--- config.mk ---
export PLATFORM = sky130hd
export DESIGN_NAME = axi_wr_responder
export DESIGN_NICKNAME = d
export VERILOG_FILES = /design/src/rtl/axi_wr_responder.sv
export SDC_FILE = /design/constraint.sdc
export NUM_CORES = 1
export LEC_CHECK = 0
export ABC_AREA = 1
export BUFFER_PORTS_ARGS = -buffer_cell sky130_fd_sc_hd__buf_2
export CORE_UTILIZATION = 30
export CTS_BUF_LIST = sky130_fd_sc_hd__clkbuf_2 sky130_fd_sc_hd__clkbuf_4 sky130_fd_sc_hd__clkbuf_8
export DETAILED_ROUTE_END_ITERATION = 12
export GPL_TIMING_DRIVEN = 0
export SLEW_MARGIN = 40
export SYNTH_ARGS = -nofsm -noshare
export SYNTH_HDL_FRONTEND = slang
export SYNTH_SLANG_ARGS = --single-unit
--- constraint.sdc ---
create_clock -name S_AXI_ACLK -period 5.9 [get_ports S_AXI_ACLK]
set_input_delay 1.18 -clock S_AXI_ACLK [delete_from_list [all_inputs] [get_ports S_AXI_ACLK]]
set_output_delay 1.18 -clock S_AXI_ACLK [all_outputs]
set_load 0.02 [all_outputs]
--- src/rtl/axi_wr_responder.sv ---
// AXI write-channel responder: queues AW requests, drains W beats into a simple
// backing-store write port and answers on B. Define AXI_WR_PROTOCOL_CHECK_EN for WLAST checking.
module axi_wr_responder #(
  parameter int          DATA_W     = 32,
  parameter int          ADDR_W     = 32,
  parameter int          AW_DEPTH   = 4,
  parameter int          READY_LAT  = 0,
  parameter logic [31:0] ADDR_LIMIT = 32'h0100_0000
) (
  input  logic                S_AXI_ACLK,
  input  logic                RESET_I,
  input  logic                S_AXI_AWVALID,
  output logic                S_AXI_AWREADY,
  input  logic [ADDR_W-1:0]   S_AXI_AWADDR,
  input  logic [7:0]          S_AXI_AWLEN,
  input  logic [1:0]          S_AXI_AWBURST,
  input  logic                S_AXI_WVALID,
  output logic                S_AXI_WREADY,
  input  logic [DATA_W-1:0]   S_AXI_WDATA,
  input  logic [DATA_W/8-1:0] S_AXI_WSTRB,
  input  logic                S_AXI_WLAST,
  output logic                S_AXI_BVALID,
  input  logic                S_AXI_BREADY,
  output logic [1:0]          S_AXI_BRESP,
  output logic                MEM_WE,
  output logic [ADDR_W-1:0]   MEM_ADDR,
  output logic [DATA_W-1:0]   MEM_WDATA,
  output logic [DATA_W/8-1:0] MEM_WSTRB,
  output logic                PROTO_ERR
);

  localparam int                STRB_W     = DATA_W / 8;
  localparam int                PTR_W      = $clog2(AW_DEPTH);
  localparam int                CNT_W      = PTR_W + 1;
  localparam logic [CNT_W-1:0]  DEPTH      = CNT_W'(AW_DEPTH);
  localparam logic [ADDR_W-1:0] BEAT_BYTES = ADDR_W'(STRB_W);
  localparam logic [ADDR_W-1:0] LIMIT      = ADDR_W'(ADDR_LIMIT);
  localparam logic [3:0]        LAT_INIT   = 4'(READY_LAT);

  typedef enum logic [1:0] {IDLE, LAT, DATA, RESP} state_e;

  typedef struct packed {
    logic [ADDR_W-1:0] addr;
    logic [7:0]        len;
    logic [1:0]        burst;
  } aw_entry_t;

  aw_entry_t        aw_mem [AW_DEPTH];
  aw_entry_t        head;
  logic [PTR_W-1:0] wr_ptr_q, wr_ptr_d, rd_ptr_q, rd_ptr_d;
  logic [CNT_W-1:0] count_q, count_d;
  logic             aw_push, aw_pop;

  state_e            state_q, state_d;
  logic [7:0]        beat_q, beat_d, len_q, len_d;
  logic              fixed_q, fixed_d;
  logic [ADDR_W-1:0] addr_q, addr_d;
  logic [3:0]        lat_q, lat_d;
  logic              decerr_q, decerr_d, slverr_q, slverr_d, proto_err_q, proto_err_d;
  logic              mem_we_q, mem_we_d;
  logic [ADDR_W-1:0] mem_addr_q, mem_addr_d;
  logic [DATA_W-1:0] mem_wdata_q, mem_wdata_d;
  logic [STRB_W-1:0] mem_wstrb_q, mem_wstrb_d;
  logic              wready, bvalid, w_hs, last_beat, wlast_err;

  // Held low through reset so no request is taken while the queue is being flushed.
  assign S_AXI_AWREADY = !RESET_I && (count_q != DEPTH);
  assign aw_push       = S_AXI_AWVALID && S_AXI_AWREADY;
  assign head          = aw_mem[rd_ptr_q];

  assign w_hs      = (state_q == DATA) && S_AXI_WVALID;
  assign last_beat = (beat_q == len_q);

`ifdef AXI_WR_PROTOCOL_CHECK_EN
  assign wlast_err = w_hs && (S_AXI_WLAST != last_beat);
`else
  logic unused_wlast;
  assign unused_wlast = S_AXI_WLAST;
  assign wlast_err    = 1'b0;
`endif

  // NOTE: every signal gets its default first so no path through the case infers a latch.
  always_comb begin
    state_d     = state_q;
    beat_d      = beat_q;
    len_d       = len_q;
    fixed_d     = fixed_q;
    addr_d      = addr_q;
    lat_d       = lat_q;
    decerr_d    = decerr_q;
    slverr_d    = slverr_q;
    proto_err_d = proto_err_q | wlast_err;
    mem_we_d    = 1'b0;
    mem_addr_d  = mem_addr_q;
    mem_wdata_d = mem_wdata_q;
    mem_wstrb_d = mem_wstrb_q;
    aw_pop      = 1'b0;
    wready      = 1'b0;
    bvalid      = 1'b0;

    unique case (state_q)
      IDLE: begin
        if (count_q != '0) begin
          aw_pop   = 1'b1;
          addr_d   = head.addr;
          len_d    = head.len;
          fixed_d  = (head.burst == 2'b00);
          beat_d   = '0;
          lat_d    = LAT_INIT;
          decerr_d = 1'b0;
          slverr_d = 1'b0;
          state_d  = (READY_LAT > 0) ? LAT : DATA;
        end
      end
      LAT: begin
        lat_d = lat_q - 4'd1;
        if (lat_q <= 4'd1) state_d = DATA;
      end
      DATA: begin
        wready = 1'b1;
        if (w_hs) begin
          beat_d = beat_q + 8'd1;
          if (!fixed_q) addr_d = addr_q + BEAT_BYTES;
          // Beats past the decode limit are dropped silently and only flagged in BRESP.
          if (addr_q < LIMIT) begin
            mem_we_d    = 1'b1;
            mem_addr_d  = addr_q;
            mem_wdata_d = S_AXI_WDATA;
            mem_wstrb_d = S_AXI_WSTRB;
          end else begin
            decerr_d = 1'b1;
          end
          if (wlast_err) slverr_d = 1'b1;
          if (last_beat) state_d = RESP;
        end
      end
      RESP: begin
        bvalid = 1'b1;
        if (S_AXI_BREADY) state_d = IDLE;
      end
      default: state_d = IDLE;
    endcase
  end

  always_comb begin
    wr_ptr_d = wr_ptr_q + PTR_W'(aw_push);
    rd_ptr_d = rd_ptr_q + PTR_W'(aw_pop);
    count_d  = count_q + CNT_W'(aw_push) - CNT_W'(aw_pop);
  end

  // NOTE: sequential state uses non-blocking assignments so every flop samples pre-edge values.
  always_ff @(posedge S_AXI_ACLK) begin
    if (RESET_I) begin
      state_q     <= IDLE;
      wr_ptr_q    <= '0;
      rd_ptr_q    <= '0;
      count_q     <= '0;
      beat_q      <= '0;
      len_q       <= '0;
      fixed_q     <= 1'b0;
      addr_q      <= '0;
      lat_q       <= '0;
      decerr_q    <= 1'b0;
      slverr_q    <= 1'b0;
      proto_err_q <= 1'b0;
      mem_we_q    <= 1'b0;
      mem_addr_q  <= '0;
      mem_wdata_q <= '0;
      mem_wstrb_q <= '0;
    end else begin
      state_q     <= state_d;
      wr_ptr_q    <= wr_ptr_d;
      rd_ptr_q    <= rd_ptr_d;
      count_q     <= count_d;
      beat_q      <= beat_d;
      len_q       <= len_d;
      fixed_q     <= fixed_d;
      addr_q      <= addr_d;
      lat_q       <= lat_d;
      decerr_q    <= decerr_d;
      slverr_q    <= slverr_d;
      proto_err_q <= proto_err_d;
      mem_we_q    <= mem_we_d;
      mem_addr_q  <= mem_addr_d;
      mem_wdata_q <= mem_wdata_d;
      mem_wstrb_q <= mem_wstrb_d;
    end
  end

  // NOTE: queue storage is not reset; the pointers and occupancy alone say which entries are live.
  always_ff @(posedge S_AXI_ACLK) begin
    if (aw_push) aw_mem[wr_ptr_q] <= '{addr: S_AXI_AWADDR, len: S_AXI_AWLEN, burst: S_AXI_AWBURST};
  end

  assign S_AXI_WREADY = wready;
  assign S_AXI_BVALID = bvalid;
  assign S_AXI_BRESP  = !bvalid  ? 2'b00 :
                        decerr_q ? 2'b11 :
                        slverr_q ? 2'b10 : 2'b00;
  assign MEM_WE       = mem_we_q;
  assign MEM_ADDR     = mem_addr_q;
  assign MEM_WDATA    = mem_wdata_q;
  assign MEM_WSTRB    = mem_wstrb_q;
  assign PROTO_ERR    = proto_err_q;

endmodule

==> results of run 1 <==
==> metrics by stage <==
step | TNS, ps | power (mW)
global route | 0 | 7.18
finish | 0 | 6.71
CTS | 0 | 6.78
global placement | -263960 | 4.87
detailed placement | 0 | 4.91
floorplan | 0 | 4.15
==> worst max path at each step <==
stage,end,slack (ps)
finish,S_AXI_WREADY,2840
global route,S_AXI_WREADY,2750
CTS,S_AXI_WREADY,2800
detailed placement,aw_mem[3][36],2350
global placement,aw_mem[1][36],-1670
floorplan,aw_mem[0][0],550
==> critical path: cells and delay by family (launching register included) <==
kind | cells | cell delay [ps]
buffers and inverters | 4 | 840
flip-flops | 1 | 340
AND/OR/NAND/NOR | 1 | 100
==> power groups by stage <==
stage / Clock [mW] / Combinational, mW / Sequential, mW
floorplan: 0 / 1.37 / 2.78
finish: 1.84 / 2.15 / 2.72
global route: 1.98 / 2.43 / 2.76
CTS: 1.89 / 2.16 / 2.72
detailed placement: 0 / 2.15 / 2.76
global placement: 0 / 2.11 / 2.77
==> logic make-up after synthesis <==
kind of cell / count (synthesis)
adder cells (fa/ha/maj): 9
XOR/XNOR: 17
flip-flops: 300
AO/OA/AOI/OAI: 249
AND/OR/NAND/NOR: 598
other: 1
buffers and inverters: 155
==> cells in the final DEF, fill, tap and decap left out, types with 8 or more instances in the layout <==
master	instances
nand4_1	8
buf_2	193
nor2_1	254
inv_1	78
edfxtp_1	168
a31oi_1	8
clkbuf_1	37
dfxtp_1	132
clkbuf_8	59
o22ai_1	14
o21ai_0	158
xor2_1	11
buf_4	19
a21oi_1	65
clkinv_1	10
clkbuf_4	10
nand3_1	74
nand2_1	236
ha_1	8
==> final cells by class <==
cell class / instances / area share, %
clock inverters: 17 / 0.800
plain buffers: 71 / 2.31
repair buffers: 184 / 6.45
clock buffers: 69 / 5.91
flip-flops and latches: 300 / 51.2
inverters: 84 / 2.10
multi-input cells: 874 / 26.8
well taps: 525 / 4.38
diodes: 2 / 0.0333
==> flip-flops by register name, summed over array words and instances (netlist names) <==
signal and flops:
lat_q 4, MEM_WDATA 32, addr_q 32, state_q 2, rd_ptr_q 2, fixed_q 1, MEM_WE 1, MEM_ADDR 32
wr_ptr_q 2, beat_q 8, decerr_q 1, len_q 8, MEM_WSTRB 4, aw_mem 168, count_q 3
==> metal layers <==
metal | global-route usage (%) | wire length [um] | vias up
li1 | - | - | 4921
met1 | 20.6 | 15000 | 4565
met2 | 25.9 | 15300 | 292
met3 | 4.47 | 2450 | 77
met4 | 5.29 | 777 | 20
met5 | 0 | 125 | -
==> results by group, run 1 <==
Run status
  – Status: completed

Setup path
  – Kind of critical path: register to primary output
  – Worst R2R End: aw_mem[3][32]
  – WP data required: 4720 ps
  – Reg2Reg Depth: 8
  – Critical Path Source: state_q[1]
  – Crit path top cell by count: buf_2
  – CP arrival: 1880 ps
  – Startpoint types: register
  – Crit end category: primary output
  – Cell chain of the critical path: inv_2 -> nor2_4 -> buf_2 -> buf_2 -> buf_2
  – R2R Setup Slk: 3370 ps
  – Worst r2r src: count_q[1]
  – CP peak stage delay: 340 ps
  – CP Max Fanout: 10
  – CP max-delay cell: dfxtp_1

Die
  – Starting density of the core: 30.7%
  – Die height: 205 um
  – # IOs: 159
  – Die area: 42000 um2
  – CORE AREA: 40200 um2
  – Core Rows: 73
  – Die width: 205 um

Drt
  – Vias/cell: 4.64
  – WL/cell: 15.8 um
  – Routed WL: 33700 um
  – DRT iter0 DRCs: 694
  – Post-DRT Antenna Nets: 0
  – Drt pass-1 iters: 5
  – DRC errors left: 0
  – Total number of vias: 9875

Timing
  – Worst Max-Slew Pin Slew: 601 ps
  – RSZ-0062 raised after global routing: false
  – Final setup violating endpoints: 0
  – Final hold violations: 0
  – Max-slew violation count: 0
  – WHS: 440 ps
  – Worst slew margin: 59.9%
  – F_max: 0.327 GHz
  – Fin crit period: 3060 ps
  – Worst Skew: 28.7 ps
  – Final period util: 51.8%
  – Final worst setup slack: 2840 ps

Placed design
  – Final weighted congestion in routability-driven placement: 0.852
  – Post-placement setup slack: 2350 ps
  – Total placed instance area: 14000 um2
  – PortBufs: 155
  – Placed cells: 2038
  – Post-DP HPWL: 24700 um

Power and ir drop
  – PD cells: 447 nW/um2
  – P_leak: 6.17 nW
  – Internal: 4.18 mW
  – Sw Ratio: 37.7%
  – Clock share of power: 27.4%
  – Worst VDD drop: 0.000139 V
  – Switch Pwr: 2.53 mW
  – Sequential share of power: 40.6%
  – Combinational power share: 32.0%

Clock network
  – CTS Buf Count: 50
  – Clock tree buffer depth: 3
  – CTS root buffer: clkbuf_8
  – Reg clk slew, reported paths: 60 ps
  – Worst-Skew Late Latency: 600 ps
  – Resize count post-CTS: 0
  – Clock sinks: 300
  – Hold buffer count at CTS: 0
  – Post-CTS Setup Repair Bufs: 0
  – Htree depth: 2
  – TritonCTS clock tree: built

Finish
  – Design Area, Final: 15000 um2
  – Finished Layout Cells: 2126
  – Layout cells sized above 1: 20.1%
  – Core Util, Final: 37.4%
  – Final net count: 1658
  – Register area: 7690 um2
  – Area Growth Syn to Fin: 21.5%
  – Multi-input logic area: 4030 um2
  – FILL cells: 4014

Global routing
  – Largest net degree at the start of global routing: 15
  – Initial antenna violation count: 12
  – Global-route wire length before repair: 52500 um
  – GRT Util Overall: 16.0%
  – Total grt overflow: 0
  – Vias in the first global route: 9458

Logic synthesis
  – Leading area contributor after synthesis: edfxtp_1
  – Distinct cells, synth: 33
  – Dominant synthesized flop cell: edfxtp_1
  – Number of synthesized flops with an enable pin: 168
  – Cells after Synth: 1329
  – Top-area cell type share of the netlist area: 40.8%
  – Mapped cell area: 12400 um2
  – Post-synthesis simple-gate area fraction: 19.8%
  – Avg Inst Size Synth: 9.30 um2
  – XOR/XNOR share of the synthesized area: 1.21%
  – Mapped Nets: 1422
  – Number of synthesized register bits: 300
  – Synth top cells by count: 254 x nor2_1, 236 x nand2_1, 168 x edfxtp_1, 158 x o21ai_0, 132 x dfxtp_1
  – Mux share of post-synthesis cell area: 0%
  – Asr flop ratio synth: 0%
  – Most frequent cell after synthesis: nor2_1
  – YS warnings: 0
  – Post-synthesis adder-cell area fraction: 0.972%
  – Largest family of logic cells by synthesized area: simple AND/OR/NAND/NOR gates
  – Sequential cell area fraction in the yosys report: 62.2%
  – Post-synthesis compound-gate area fraction: 10.4%
  – Leading cell types by total area after synthesis: edfxtp_1 41%, dfxtp_1 21%, nor2_1 7.7%

Job
  – Max cap viols: 0

Min path
  – Cell count of the worst hold path: 2
  – Worst hold endpoint: MEM_ADDR[28]
  – Hold path start: MEM_ADDR[28]
  – Worst Hold Class: register to register
No activity file was read; power rests on OpenSTA's default activity.
==> run 2: changes to the inputs <==
==> constraint.sdc (replaced) <==
create_clock -name S_AXI_ACLK -period 2.5 [get_ports S_AXI_ACLK]
set_input_delay 0.5 -clock S_AXI_ACLK [delete_from_list [all_inputs] [get_ports S_AXI_ACLK]]
set_output_delay 0.5 -clock S_AXI_ACLK [all_outputs]
set_load 0.02 [all_outputs]
==> results by group, run 2 (synthesized netlist as in run 1, its figures left out) <==
Timing
  – Final setup violating endpoints: 0
  – Final hold violations: 0
  – RSZ-0062 raised after global routing: false
  – Worst slew margin: 57.6%
  – Max-slew violation count: 0
  – F_max: 0.423 GHz
  – Final worst setup slack: 136 ps
  – Final period util: 94.6%
  – Worst Max-Slew Pin Slew: 635 ps
  – Worst Skew: 25.4 ps
  – Fin crit period: 2360 ps
  – Final TNS setup: 0 ps

Power and ir drop
  – PD cells: 1060 nW/um2
  – Clock share of power: 28.1%
  – Sw Ratio: 38.1%
  – Internal: 9.96 mW
  – Sequential share of power: 40.1%
  – Combinational power share: 31.8%
  – P_leak: 6.19 nW
  – Worst VDD drop: 0.000455 V
  – Switch Pwr: 6.13 mW

Die
  – Die width: 205 um
  – # IOs: 159
  – Core Rows: 73
  – Starting density of the core: 30.7%
  – Die height: 205 um
  – Die area: 42000 um2
  – CORE AREA: 40200 um2

Placed design
  – Post-placement setup slack: -12.2 ps
  – Final weighted congestion in routability-driven placement: 0.879
  – PortBufs: 155
  – Placed cells: 2027
  – Post-DP HPWL: 24400 um

Finish
  – Largest register FFs: 168
  – Layout cells sized above 1: 20.1%
  – FILL cells: 4073
  – Commonest non-fill, non-tap cell in the layout: nor2_1
  – Biggest register: aw_mem
  – Area Growth Syn to Fin: 22.6%
  – Finished Layout Cells: 2125
  – Final net count: 1647
  – Commonest non-fill, non-tap cells in the layout: 253 x nor2_1, 235 x nand2_1, 179 x buf_2, 168 x edfxtp_1, 158 x o21ai_0

Drt
  – DRC errors left: 0
  – DRT iter0 DRCs: 741
  – WL/cell: 15.8 um
  – Post-DRT Antenna Nets: 0
  – Routed WL: 33500 um
  – Vias/cell: 4.60
  – Total number of vias: 9769
  – Drt pass-1 iters: 8

Min path
  – Worst Hold Class: input port to register

Job
  – Max cap viols: 0

Clock network
  – Worst-Skew Late Latency: 620 ps
  – Hold buffer count at CTS: 0
  – Clock tree buffer depth: 3
  – TritonCTS clock tree: built
  – CTS Buf Count: 50
  – Post-CTS Setup Repair Bufs: 0
  – Resize count post-CTS: 1
  – Htree depth: 2
  – Clock sinks: 300
  – CTS root buffer: clkbuf_8
  – Reg clk slew, reported paths: 60 ps

Setup path
  – WP data required: 3030 ps
  – Crit end category: register
  – Kind of critical path: register to register
  – CP Max Fanout: 10
  – Startpoint types: register
  – CP arrival: 2890 ps

Global routing
  – Initial antenna violation count: 13
  – GRT Util Overall: 16.0%
  – Vias in the first global route: 9357
  – Largest net degree at the start of global routing: 16
  – Total grt overflow: 0
  – Global-route wire length before repair: 52200 um

Run status
  – Status: completed
run 2: final timing paths:
check	cells past startpoint	slack (ps)	from	endpoint
setup / recovery	11	140	count_q[1]	count_q[2]
hold / removal	1	90	S_AXI_AWADDR[17]	aw_mem[2][27]
setup reg to reg	11	140	count_q[1]	count_q[2]
hold reg to reg	2	440	MEM_ADDR[31]	MEM_ADDR[31]
run 2: layer usage:
layer	vias to the layer above	global-route usage [%]	share of wire (%)
li1	4906	-	-
met1	4493	20.9	46
met2	289	25.4	44
met3	65	4.74	8.0
met4	16	5.11	2.2
met5	-	0	0.32
run 2: layout make-up:
cell class | count | area (um2) | area share [%]
Timing Repair Buffer | 173 | 978 | 6.46
Inverter | 84 | 315 | 2.08
Multi-Input combinational cell | 874 | 4080 | 26.9
Buffer | 71 | 363 | 2.40
Clock buffer | 68 | 855 | 5.64
Antenna cell | 5 | 12.5 | 0.0826
Clock inverter | 25 | 200 | 1.32
Sequential cell | 300 | 7690 | 50.8
Tap cell | 525 | 657 | 4.34
run 2: stage by stage:
step	util [%]	power [mW]	hold WS, ps	instance area (um2)
5_1_grt	37.7	17.2	63.0	15100
3_5_place_dp	35.0	11.6	435	14100
2_1_floorplan	-	9.82	425	12400
4_1_cts	37.6	16.2	54.9	15100
6_report	37.7	16.1	92.1	15100
3_3_place_gp	34.5	11.6	425	13900
run 2: critical path: stages, from the launching register on:
cell     delay, ps
dfxtp_1        360
nor2_4         170
nand2_1         70
nand3_1        120
buf_6          160
inv_2          110
ha_1           300
inv_1           40
ha_1           180
fa_1           380
or2_2          300
a21oi_1        110
run 2: power groups by stage:
stage               clock [mW]  combinational (mW)  sequential, mW
floorplan                    0                3.26            6.56
global placement             0                5.03            6.53
detailed placement           0                5.11            6.54
CTS                       4.63                5.13            6.44
global route              4.85                5.81            6.54
finish                    4.51                5.12            6.45
==> run 3: changes to the inputs <==
==> constraint.sdc (replaced) <==
create_clock -name S_AXI_ACLK -period 2.56 [get_ports S_AXI_ACLK]
set_input_delay 0.512 -clock S_AXI_ACLK [delete_from_list [all_inputs] [get_ports S_AXI_ACLK]]
set_output_delay 0.512 -clock S_AXI_ACLK [all_outputs]
set_load 0.02 [all_outputs]
==> results by group, run 3 (synthesized netlist as in run 1, its figures left out) <==
Setup path
  – R2R Setup Slk: 180 ps
  – Reg2Reg Depth: 11
  – Worst R2R End: count_q[2]
  – WP data required: 3090 ps
  – Kind of critical path: register to register
  – CP Max Fanout: 10
  – CP arrival: 2910 ps
  – Crit end category: register
  – Startpoint types: register
  – Critical Path Source: count_q[1]
  – Worst r2r src: count_q[1]

Finish
  – Finished Layout Cells: 2121
  – Biggest register: aw_mem
  – Largest register FFs: 168
  – Final net count: 1647
  – Commonest non-fill, non-tap cells in the layout: 253 x nor2_1, 235 x nand2_1, 180 x buf_2, 168 x edfxtp_1, 158 x o21ai_0
  – Layout cells sized above 1: 19.8%
  – Area Growth Syn to Fin: 21.8%
  – Commonest non-fill, non-tap cell in the layout: nor2_1
  – FILL cells: 4042
  – Design Area, Final: 15000 um2

Job
  – Max cap viols: 0

Clock network
  – Reg clk slew, reported paths: 60 ps
  – TritonCTS clock tree: built
  – Clock tree buffer depth: 3
  – Worst-Skew Late Latency: 620 ps
  – CTS root buffer: clkbuf_8
  – Htree depth: 2
  – Clock sinks: 300
  – CTS Buf Count: 50
  – Post-CTS Setup Repair Bufs: 0

Drt
  – WL/cell: 16.0 um
  – Post-DRT Antenna Nets: 0
  – Vias/cell: 4.65
  – Total number of vias: 9869
  – DRC errors left: 0
  – DRT iter0 DRCs: 788
  – Routed WL: 33900 um
  – Drt pass-1 iters: 5

Global routing
  – Vias in the first global route: 9506
  – Largest net degree at the start of global routing: 16
  – Met2 Use GR: 25.9%
  – Global-route wire length before repair: 52300 um
  – Total grt overflow: 0
  – Met3 Use GR: 4.65%
  – Initial antenna violation count: 15
  – Met1 GRT Util: 20.6%
  – GRT Util Overall: 16.1%
  – Top Usage Layer GRT: met2

Run status
  – Status: completed

Timing
  – Worst Skew: 31.1 ps
  – Final hold violations: 0
  – RSZ-0062 raised after global routing: false
  – F_max: 0.419 GHz
  – Max-slew violation count: 0
  – Worst Max-Slew Pin Slew: 676 ps
  – Final setup violating endpoints: 0
  – Worst slew margin: 54.7%
  – Final period util: 93.1%
  – Fin crit period: 2380 ps

Die
  – Die height: 205 um
  – Die area: 42000 um2
  – Die width: 205 um
  – # IOs: 159
  – CORE AREA: 40200 um2
  – Starting density of the core: 30.7%
  – Core Rows: 73

Power and ir drop
  – PD cells: 1030 nW/um2
  – Worst VDD drop: 0.000443 V
  – P_leak: 6.14 nW

Placed design
  – PortBufs: 155
  – Placed cells: 2027
  – Post-DP HPWL: 24300 um
  – Total placed instance area: 14000 um2
  – Final weighted congestion in routability-driven placement: 0.847

Min path
  – Cell count of the worst hold path: 1
  – Hold path start: S_AXI_AWADDR[30]
  – Worst hold endpoint: aw_mem[0][40]
  – Worst Hold Class: input port to register
[run 3: changes by cell type in the layout (fill, tap and decap cells not counted), moves of 2 or more]
cell	delta
clkinv_2	-6
clkbuf_4	+3
buf_4	+2
buf_8	-2
bufinv_16	-2
clkinv_8	-2
[run 3: worst max-delay path by stage]
stage	slack, ps	to
5_1_grt	40	count_q[2]
6_report	180	count_q[2]
3_5_place_dp	60	count_q[2]
3_3_place_gp	-830	aw_mem[1][34]
2_1_floorplan	7	aw_mem[0][0]
4_1_cts	30	count_q[2]
[run 3: layout make-up]
class / count / area [um2] / share of cell area (%)
clock inverter: 16 / 96.3 / 0.640
inverter: 84 / 315 / 2.10
multi-input combinational: 874 / 4080 / 27.1
sequential: 300 / 7690 / 51.1
buffer: 71 / 347 / 2.30
timing repair buffer: 173 / 967 / 6.43
tap: 525 / 657 / 4.37
antenna: 6 / 15.0 / 0.0998
clock buffer: 72 / 885 / 5.88
[run 3: stage by stage]
step	setup WS (ps)	hold slack [ps]	TNS, ps	power, mW	utilization, %
floorplan	7.14	425	0	9.59	-
global placement	-829	422	-134900	11.3	34.5
detailed placement	56.0	430	0	11.4	34.9
CTS	28.5	63.5	0	15.6	37.4
global route	43.5	73.2	0	16.6	37.4
finish	176	99.7	0	15.5	37.4
[run 3: report_power, final]
| group | internal, mW | total, mW | switching [mW] |
|---|---|---|---|
| combinational | 1.56 | 5.01 | 3.46 |
| sequential | 5.75 | 6.31 | 0.554 |
| clock | 2.23 | 4.17 | 1.94 |
[run 3: worst max-delay path, stage by stage (launching register included)]
cell	delay [ps]
dfxtp_1	360
nor2_4	170
nand2_1	70
nand3_1	110
buf_4	190
inv_2	120
ha_1	300
inv_1	40
ha_1	180
fa_1	380
or2_2	300
a21oi_1	110
[run 3: routing by layer]
layer	share of wire, %	up-vias	wire [um]
met2	45	300	15100
met1	45	4562	15200
li1	-	4913	-
met5	0.34	-	115
met3	7.8	76	2630
met4	2.4	18	805
[run 3: what timing repair did]
action | in CTS | in global routing
setup endpoints to repair | 0 | 1
hold buffers | 0 | 0
gates resized for setup | 0 | 2
